## config.mk

```make
export PLATFORM = sky130hd
export DESIGN_NAME = mem_access_stage
export DESIGN_NICKNAME = d
export VERILOG_FILES = /design/src/rtl/mem_access_stage.sv
export SDC_FILE = /design/constraint.sdc
export NUM_CORES = 1
export LEC_CHECK = 0
export ABC_AREA = 1
export CORE_ASPECT_RATIO = 0.6
export CORE_MARGIN = 5
export CORE_UTILIZATION = 57
export CTS_CLUSTER_SIZE = 24
export DETAILED_ROUTE_END_ITERATION = 8
export DONT_BUFFER_PORTS = 1
export PLACE_DENSITY = 0.72
export SLEW_MARGIN = 20
export SYNTH_ARGS = -nofsm -noshare
export SYNTH_HDL_FRONTEND = slang
export SYNTH_SLANG_ARGS = --single-unit
```

## constraint.sdc

```tcl
create_clock -name clk -period 1.7 [get_ports clk]
set_input_delay 0.255 -clock clk [delete_from_list [all_inputs] [get_ports clk]]
set_output_delay 0.255 -clock clk [all_outputs]
set_load 0.01 [all_outputs]
```

## src/rtl/mem_access_stage.sv

```systemverilog
// mem_access_stage: MEM-stage load/store unit driving a req/ack data-memory port.
// Stalls the pipeline while an access is in flight and sign/zero-extends load data.
module mem_access_stage #(
  parameter int TIMEOUT = 16
) (
  input  logic        clk,
  input  logic        rst,
  input  logic        mem_mem_read,
  input  logic        mem_mem_write,
  input  logic        mem_wb_reg_file,
  input  logic [2:0]  mem_funct3,
  input  logic [31:0] mem_calculated_result,
  input  logic [31:0] mem_store_data,
  input  logic [4:0]  mem_rd,
  input  logic [31:0] dmem_rdata,
  input  logic        dmem_ack,
  output logic        dmem_req,
  output logic        dmem_we,
  output logic [31:0] dmem_addr,
  output logic [31:0] dmem_wdata,
  output logic [3:0]  dmem_be,
  output logic        mem_stall,
  output logic        mem_misaligned,
  output logic        mem_bus_err,
  output logic        out_mem_read,
  output logic        out_wb_reg_file,
  output logic [31:0] out_read_data,
  output logic [31:0] out_calculated_result,
  output logic [4:0]  out_rd
);

  localparam int CW = $clog2(TIMEOUT);

  typedef enum logic [1:0] {
    IDLE = 2'd0,
    REQ  = 2'd1,
    DONE = 2'd2
  } state_t;

  state_t        state_r;
  logic [CW-1:0] cnt_r;
  logic          ld_r;
  logic [2:0]    f3_r;
  logic [1:0]    off_r;

  logic          access_s;
  logic          is_half_s;
  logic          is_word_s;
  logic          misaligned_s;
  logic          issue_s;
  logic [3:0]    be_s;
  logic [31:0]   wdata_s;

  // Pick the addressed byte/half out of the word and extend it by funct3.
  function automatic logic [31:0] extend_load(input logic [2:0]  f3,
                                              input logic [1:0]  off,
                                              input logic [31:0] rdata);
    logic [7:0]  b;
    logic [15:0] h;
    logic [31:0] r;
    b = rdata[{off, 3'b000} +: 8];
    h = off[1] ? rdata[31:16] : rdata[15:0];
    case (f3)
      3'd0:    r = {{24{b[7]}}, b};
      3'd1:    r = {{16{h[15]}}, h};
      3'd4:    r = {24'd0, b};
      3'd5:    r = {16'd0, h};
      default: r = rdata;
    endcase
    return r;
  endfunction

  // Decode access size, alignment, lanes, stall and writeback gating.
  always_comb begin
    access_s     = mem_mem_read | mem_mem_write;
    is_half_s    = (mem_funct3[1:0] == 2'b01);
    is_word_s    = mem_funct3[1];
    misaligned_s = access_s & ((is_half_s & mem_calculated_result[0]) |
                               (is_word_s & (mem_calculated_result[1:0] != 2'b00)));
    issue_s      = (state_r == IDLE) & access_s & ~misaligned_s;
    case (mem_funct3[1:0])
      2'b00: begin
        be_s    = 4'b0001 << mem_calculated_result[1:0];
        wdata_s = {4{mem_store_data[7:0]}};
      end
      2'b01: begin
        be_s    = 4'b0011 << mem_calculated_result[1:0];
        wdata_s = {2{mem_store_data[15:0]}};
      end
      default: begin
        be_s    = 4'b1111;
        wdata_s = mem_store_data;
      end
    endcase
    if (mem_mem_read) begin
      be_s = 4'b1111;
    end else begin
      be_s = be_s;
    end
    case (state_r)
      IDLE:    mem_stall = issue_s;
      REQ:     mem_stall = 1'b1;
      default: mem_stall = 1'b0;
    endcase
    mem_misaligned        = misaligned_s;
    out_wb_reg_file       = mem_wb_reg_file & ~misaligned_s &
                            ~((state_r == DONE) & mem_bus_err);
    out_mem_read          = mem_mem_read;
    out_calculated_result = mem_calculated_result;
    out_rd                = mem_rd;
  end

  // Access FSM: issue in IDLE, wait for ack or timeout in REQ, release stall in DONE.
  always_ff @(posedge clk or negedge rst) begin
    if (!rst) begin
      state_r       <= IDLE;
      cnt_r         <= '0;
      ld_r          <= 1'b0;
      f3_r          <= 3'd0;
      off_r         <= 2'd0;
      dmem_req      <= 1'b0;
      dmem_we       <= 1'b0;
      dmem_addr     <= 32'd0;
      dmem_wdata    <= 32'd0;
      dmem_be       <= 4'd0;
      mem_bus_err   <= 1'b0;
      out_read_data <= 32'd0;
    end else begin
      case (state_r)
        IDLE: begin
          mem_bus_err <= 1'b0;
          cnt_r       <= '0;
          if (issue_s) begin
            state_r    <= REQ;
            dmem_req   <= 1'b1;
            dmem_we    <= ~mem_mem_read;
            dmem_addr  <= {mem_calculated_result[31:2], 2'b00};
            dmem_wdata <= wdata_s;
            dmem_be    <= be_s;
            ld_r       <= mem_mem_read;
            f3_r       <= mem_funct3;
            off_r      <= mem_calculated_result[1:0];
          end else begin
            state_r <= IDLE;
          end
        end
        REQ: begin
          if (dmem_ack) begin
            dmem_req <= 1'b0;
            state_r  <= DONE;
            if (ld_r) begin
              out_read_data <= extend_load(f3_r, off_r, dmem_rdata);
            end else begin
              out_read_data <= out_read_data;
            end
          end else if (cnt_r == CW'(TIMEOUT - 1)) begin
            dmem_req    <= 1'b0;
            mem_bus_err <= 1'b1;
            state_r     <= DONE;
          end else begin
            cnt_r <= cnt_r + 1'b1;
          end
        end
        DONE: begin
          mem_bus_err <= 1'b0;
          state_r     <= IDLE;
        end
        default: begin
          dmem_req    <= 1'b0;
          mem_bus_err <= 1'b0;
          state_r     <= IDLE;
        end
      endcase
    end
  end

endmodule

```

# --- Word level (Yosys, flattened, before mapping) ---
# Cells that the tools add are included.
totals:
  register_bits: 113
  input_bits: 110
  out_inout_bits: 144
op_classes:
  n_addsub: 1
  eq_ne: 12
  shifts: 3
  n_mux: 20
  bitwise: 14
  reduce_logical: 10
ops:
  columns: ["cell", "n"]
  rows:
  - ["one-hot mux 32 bit (4 select lines)", 1]
  - ["one-hot mux 32 bit (2 select lines)", 1]
  - ["variable part select 32 x 6 -> 8 bit", 1]
  - ["two-way mux 16 bit", 1]
  - ["one-hot mux 4 bit (2 select lines)", 2]
  - ["two-way mux 4 bit", 3]
  - ["AND reduction 3 bit", 3]
  - ["bitwise AND 1 bit", 8]
  - ["inequality test 2 bit, second input constant", 4]
  - ["two-way mux 1 bit", 7]
  - ["equality test 3 bit, second input constant", 2]
  - ["adder 4 x 1 -> 4 bit, second input constant", 1]
  - ["equality test 2 x 1 -> 1 bit, second input constant", 2]
  - ["equality test 4 bit, second input constant", 1]
  - ["logical NOT 2 bit", 2]
  - ["two-way mux 2 bit", 2]
  - ["inverter 1 bit", 4]
  - ["one-hot mux 2 bit (2 select lines)", 1]
  - ["AND reduction 2 bit", 2]
  - ["nonzero test 2 bit", 2]
  - ["left shift 1 x 2 -> 4 bit, first input constant", 1]
  - ["left shift 2 x 2 -> 4 bit, first input constant", 1]
  - ["equality test 3 x 1 -> 1 bit, second input constant", 1]
  - ["logical NOT 3 bit", 1]
  - ["5 further kinds", 6]

# --- Depth between registers and ports, before layout ---
depth:
  ltp_word: 8
  ltp_mapped: 10

# --- Worst setup path before layout ---
# Ideal clock, no wire load.
synth_path:
  kind: "flip-flop to output port"
  from: "reg state_r[0]"
  to: "out mem_stall"
  t_arrival_ns: 1.117
  required_ns: 1.445
  setup_slack_ns: 0.328
  path_stages_with_launch: 8
  path_buffers: 2
  cell_sequence: "dfrtp_1 > nor2_1 > inv_1 > nor2_1 > nand2_1 > buf_6 > buf_2 > nand2_1"
synth_via:
  elab_chain_cells: 4
  elab_cells_between_ends: 5
  cone_classes: "eq/ne: 1; mux: 1; bitwise: 2; reduce/logical: 1"
synth_rtl:
  columns: ["item", "line", "text"]
  rows:
  - ["from (decl)", "40", "state_t state_r;"]
  - ["from (signal assigned)", "116", "state_r <= IDLE;"]
  - ["from (signal assigned)", "134", "state_r <= REQ;"]
  - ["from (signal assigned)", "144", "state_r <= IDLE;"]
  - ["logical NOT 2 bit", "80, 100", null]
  - ["bitwise AND 1 bit (2 in a row)", "80", "issue_s = (state_r == IDLE) & access_s & ~misaligned_s;"]
  - ["one-hot mux 1 bit (2 select lines) (*)", "100", "case (state_r)"]
  - ["to (decl)", "22", "output logic mem_stall,"]
# Mark *: on every way between the ends. The rest lies on a longest branch, timed or not.

# --- Final worst setup path ---
# Same ends and word-level chain as after synthesis.

==> reports/metrics.csv <==
stage;metric;value;unit
setup_path;critical path required time;1.44;ns
placed_design;gpl congestion;0.9134;
pwr;Seq pwr share;0.433;
drt;vias per cell;5.461;
cells_and_area;final net count;883;
drt;final wirelength;16560;µm
yosys;syn_area_per_cell;7.476;µm²
timing;period utilization;0.9374;
pwr;P_int;0.007721;W
pwr;Net Sw Frac;0.4002;
setup_path;Worst setup SP type;flop;
placed_design;I/O Buffers;0;
cts;clk slew on worst S/H paths;0.06;ns
setup_path;Crit Path Category;flop to output port;
timing;Max Slew Vio Count;0;
cts;TritonCTS clock tree;yes;
pwr;Comb pwr share;0.278;
pwr;Max IR drop VDD;0.9773;mV
setup_path;worst r2r src;state_r[0];
pwr;leak pwr;3.508;nW
cts;total CTS buffers;17;
drt;DRC viols;0;
setup_path;worst-path maximum fanout;5;
global_routing;vias in the first global route;4971;
yosys;area share of the largest cell type after synthesis;0.4893;
setup_path;reg2reg end;dmem_addr[13];
setup_path;critical path endpoint;mem_stall;
cts;clk_lat worst skew;0.40;ns
placed_design;dpl hpwl;11670;µm
yosys;register area share after synthesis;0.4893;
die;Die W;140.0;µm
cts;clock sink count;113;
timing;FMAX;0.6275;GHz
setup_path;Worst Setup End Kind;output port;
timing;setup_tns;0;ns
global_routing;Total GRT Usage;0.2733;
drt;Post-DRT Antenna Nets;0;
die;Placeable Area;0.009879;mm²
outcome;run status;complete, but fails checks;
timing;Tightest Pin Transition;0.9320;ns
setup_path;CP startpoint;state_r[0];
cts;Root Driver;clkbuf_16;
timing;post-layout min period;1.594;ns
cells_and_area;commonest non-fill, non-tap cell in the layout;nand2_1;
yosys;leading area contributor after synthesis;dfrtp_1;
timing;final setup violating endpoints;0;
die;starting density of the core;0.5850;
cts;H-tree depth;4;
drt;DR vias;5024;
global_routing;grt total ovfl;0;
cells_and_area;Syn-to-layout area delta;14.90;%
die;die area;0.01232;mm²
drt;wire length per cell;18.00;µm
die;num ports;254;
yosys;YS warnings;0;
min_path;hold crit path type;input pin to asynchronous set/reset pin;
setup_path;cells on worst reg2reg path;8;
drt;Detailed Routing Iterations Pass 1;5;
cells_and_area;layout cells sized above 1;0.1032;
timing;unrepaired setup endpoints after global routing;false;
setup_path;CP arrival;1.34;ns
die;row cnt;28;
yosys;largest cells by area after synthesis;dfrtp_1 49%, nand2_1 21%, buf_4 5.2%;
timing;Max-Slew Margin vs Limit;0.3764;
timing;clk_skew;0.01202;ns
timing;Hold WS;-0.4549;ns
cts;CTS Buffer Depth;2;
timing;final hold viol count;113;
drt;initial DRC count;383;
yosys;Yosys cell types;25;
pwr;Net Sw Power;0.005151;W
pwr;total power;0.01287;W
job;max-cap violations;0;
yosys;synthesized flop and latch total;113;
outcome;failing checks;hold timing;
yosys;Post-Synthesis Cells;773;
global_routing;first-pass GRT wire length;26500;µm
die;Die Ht;88.00;µm
cells_and_area;commonest non-fill, non-tap cells in the layout;319 x nand2_1, 113 x dfrtp_1, 52 x inv_1;
setup_path;reg2reg setup slack;0.15;ns
pwr;Clk network pwr share;0.289;
pwr;Power Dens Cells;1939;mW/mm²
global_routing;largest net degree at the start of global routing;114;
cts;hold buffers post-CTS;40;
cells_and_area;diode count;0;
global_routing;initial antenna violation count;1;
yosys;Post-Syn Area;0.005779;mm²
[flip-flops by register name, indices dropped and copies added (netlist names)]
signal / count
dmem_wdata: 32
ld_r: 1
state_r: 2
f3_r: 3
dmem_we: 1
dmem_addr: 30
dmem_req: 1
cnt_r: 4
dmem_be: 4
mem_bus_err: 1
off_r: 2
out_read_data: 32
[logic make-up (layout without fill, tap and decap cells)]
family / Yosys count / after routing / synth area share
simple gates: 432 / 432 / 0.3016
other cells: 1 / 2 / 0.0006489
buf+inv: 130 / 141 / 0.1206
fa+ha+maj: 1 / 1 / 0.002165
flops: 113 / 113 / 0.4893
compound gates: 96 / 96 / 0.08573
[power groups by stage]
stage                     clock [W]  sequential, W  combinational (W)
after floorplan                   0        0.00519            0.00288
after global placement            0        0.00559            0.00320
after detailed placement          0        0.00559            0.00339
after CTS                   0.00379        0.00559            0.00348
after global routing        0.00392        0.00572            0.00413
final                       0.00372        0.00557            0.00357
[worst max-delay path, stage by stage, from the launching register on]
cell and delay [ns]:
dfrtp_1 0.41, nor2_1 0.11, inv_1 0.08, nor2_2 0.15, nand2_4 0.09, nand2_2 0.09
[cell usage after synthesis, drive strengths merged]
cell      n
clkbuf   10
a21o      1
a21oi    45
a31oi     2
o21ai    44
o21a      1
a22oi     2
nand4     3
buf      65
inv      55
conb      1
ha        1
nand2   332
or2      16
nor2     47
a21boi    1
nor3      2
nand3    32
dfrtp   113
[stage by stage]
step	util	area [µm²]	setup slack [ns]	std cells	hold WS, ns
floorplan	-	5783	0.3280	774	-0.04059
global placement	0.5647	5579	0.2287	845	-0.03850
detailed placement	0.5647	5579	0.1883	845	-0.03868
CTS	0.6691	6610	0.009516	917	-0.4744
global route	0.6721	6640	0.01965	920	-0.4838
finish	0.6721	6640	0.1065	920	-0.4549
[cell type report]
type | count | area (µm²)
clock buffers | 19 | 452.9
clock inverters | 13 | 175.2
fillers | 785 | 3239
inverters | 55 | 209.0
multi-input cells | 531 | 2276
flip-flops and latches | 113 | 2828
well taps | 135 | 168.9
repair buffers | 54 | 530.5
[routing by layer]
metal,vias up,global-route usage,wire length (µm)
met2,311,0.4287,7625
met1,2334,0.3568,6664
li1,2357,-,-
met3,20,0.1140,2096
met4,2,0.07124,157
met5,-,0,13
[worst min-delay path by stage]
stage               from       endpoint  depth (start not counted)
finish               rst  dmem_addr[22]                          0
global route         rst  dmem_addr[22]                          0
CTS                  rst   dmem_addr[7]                          0
detailed placement   rst  dmem_addr[22]                          0
global placement     rst  dmem_addr[21]                          0
floorplan            rst       cnt_r[0]                          0
[what timing repair did]
action	in CTS	in global routing
endpoints found under the setup margin	1	3
pin swaps	0	2
buffers inserted	0	3
resized for setup	1	3
endpoints found under the hold margin	153	113
(Power assumes the default switching activity.)
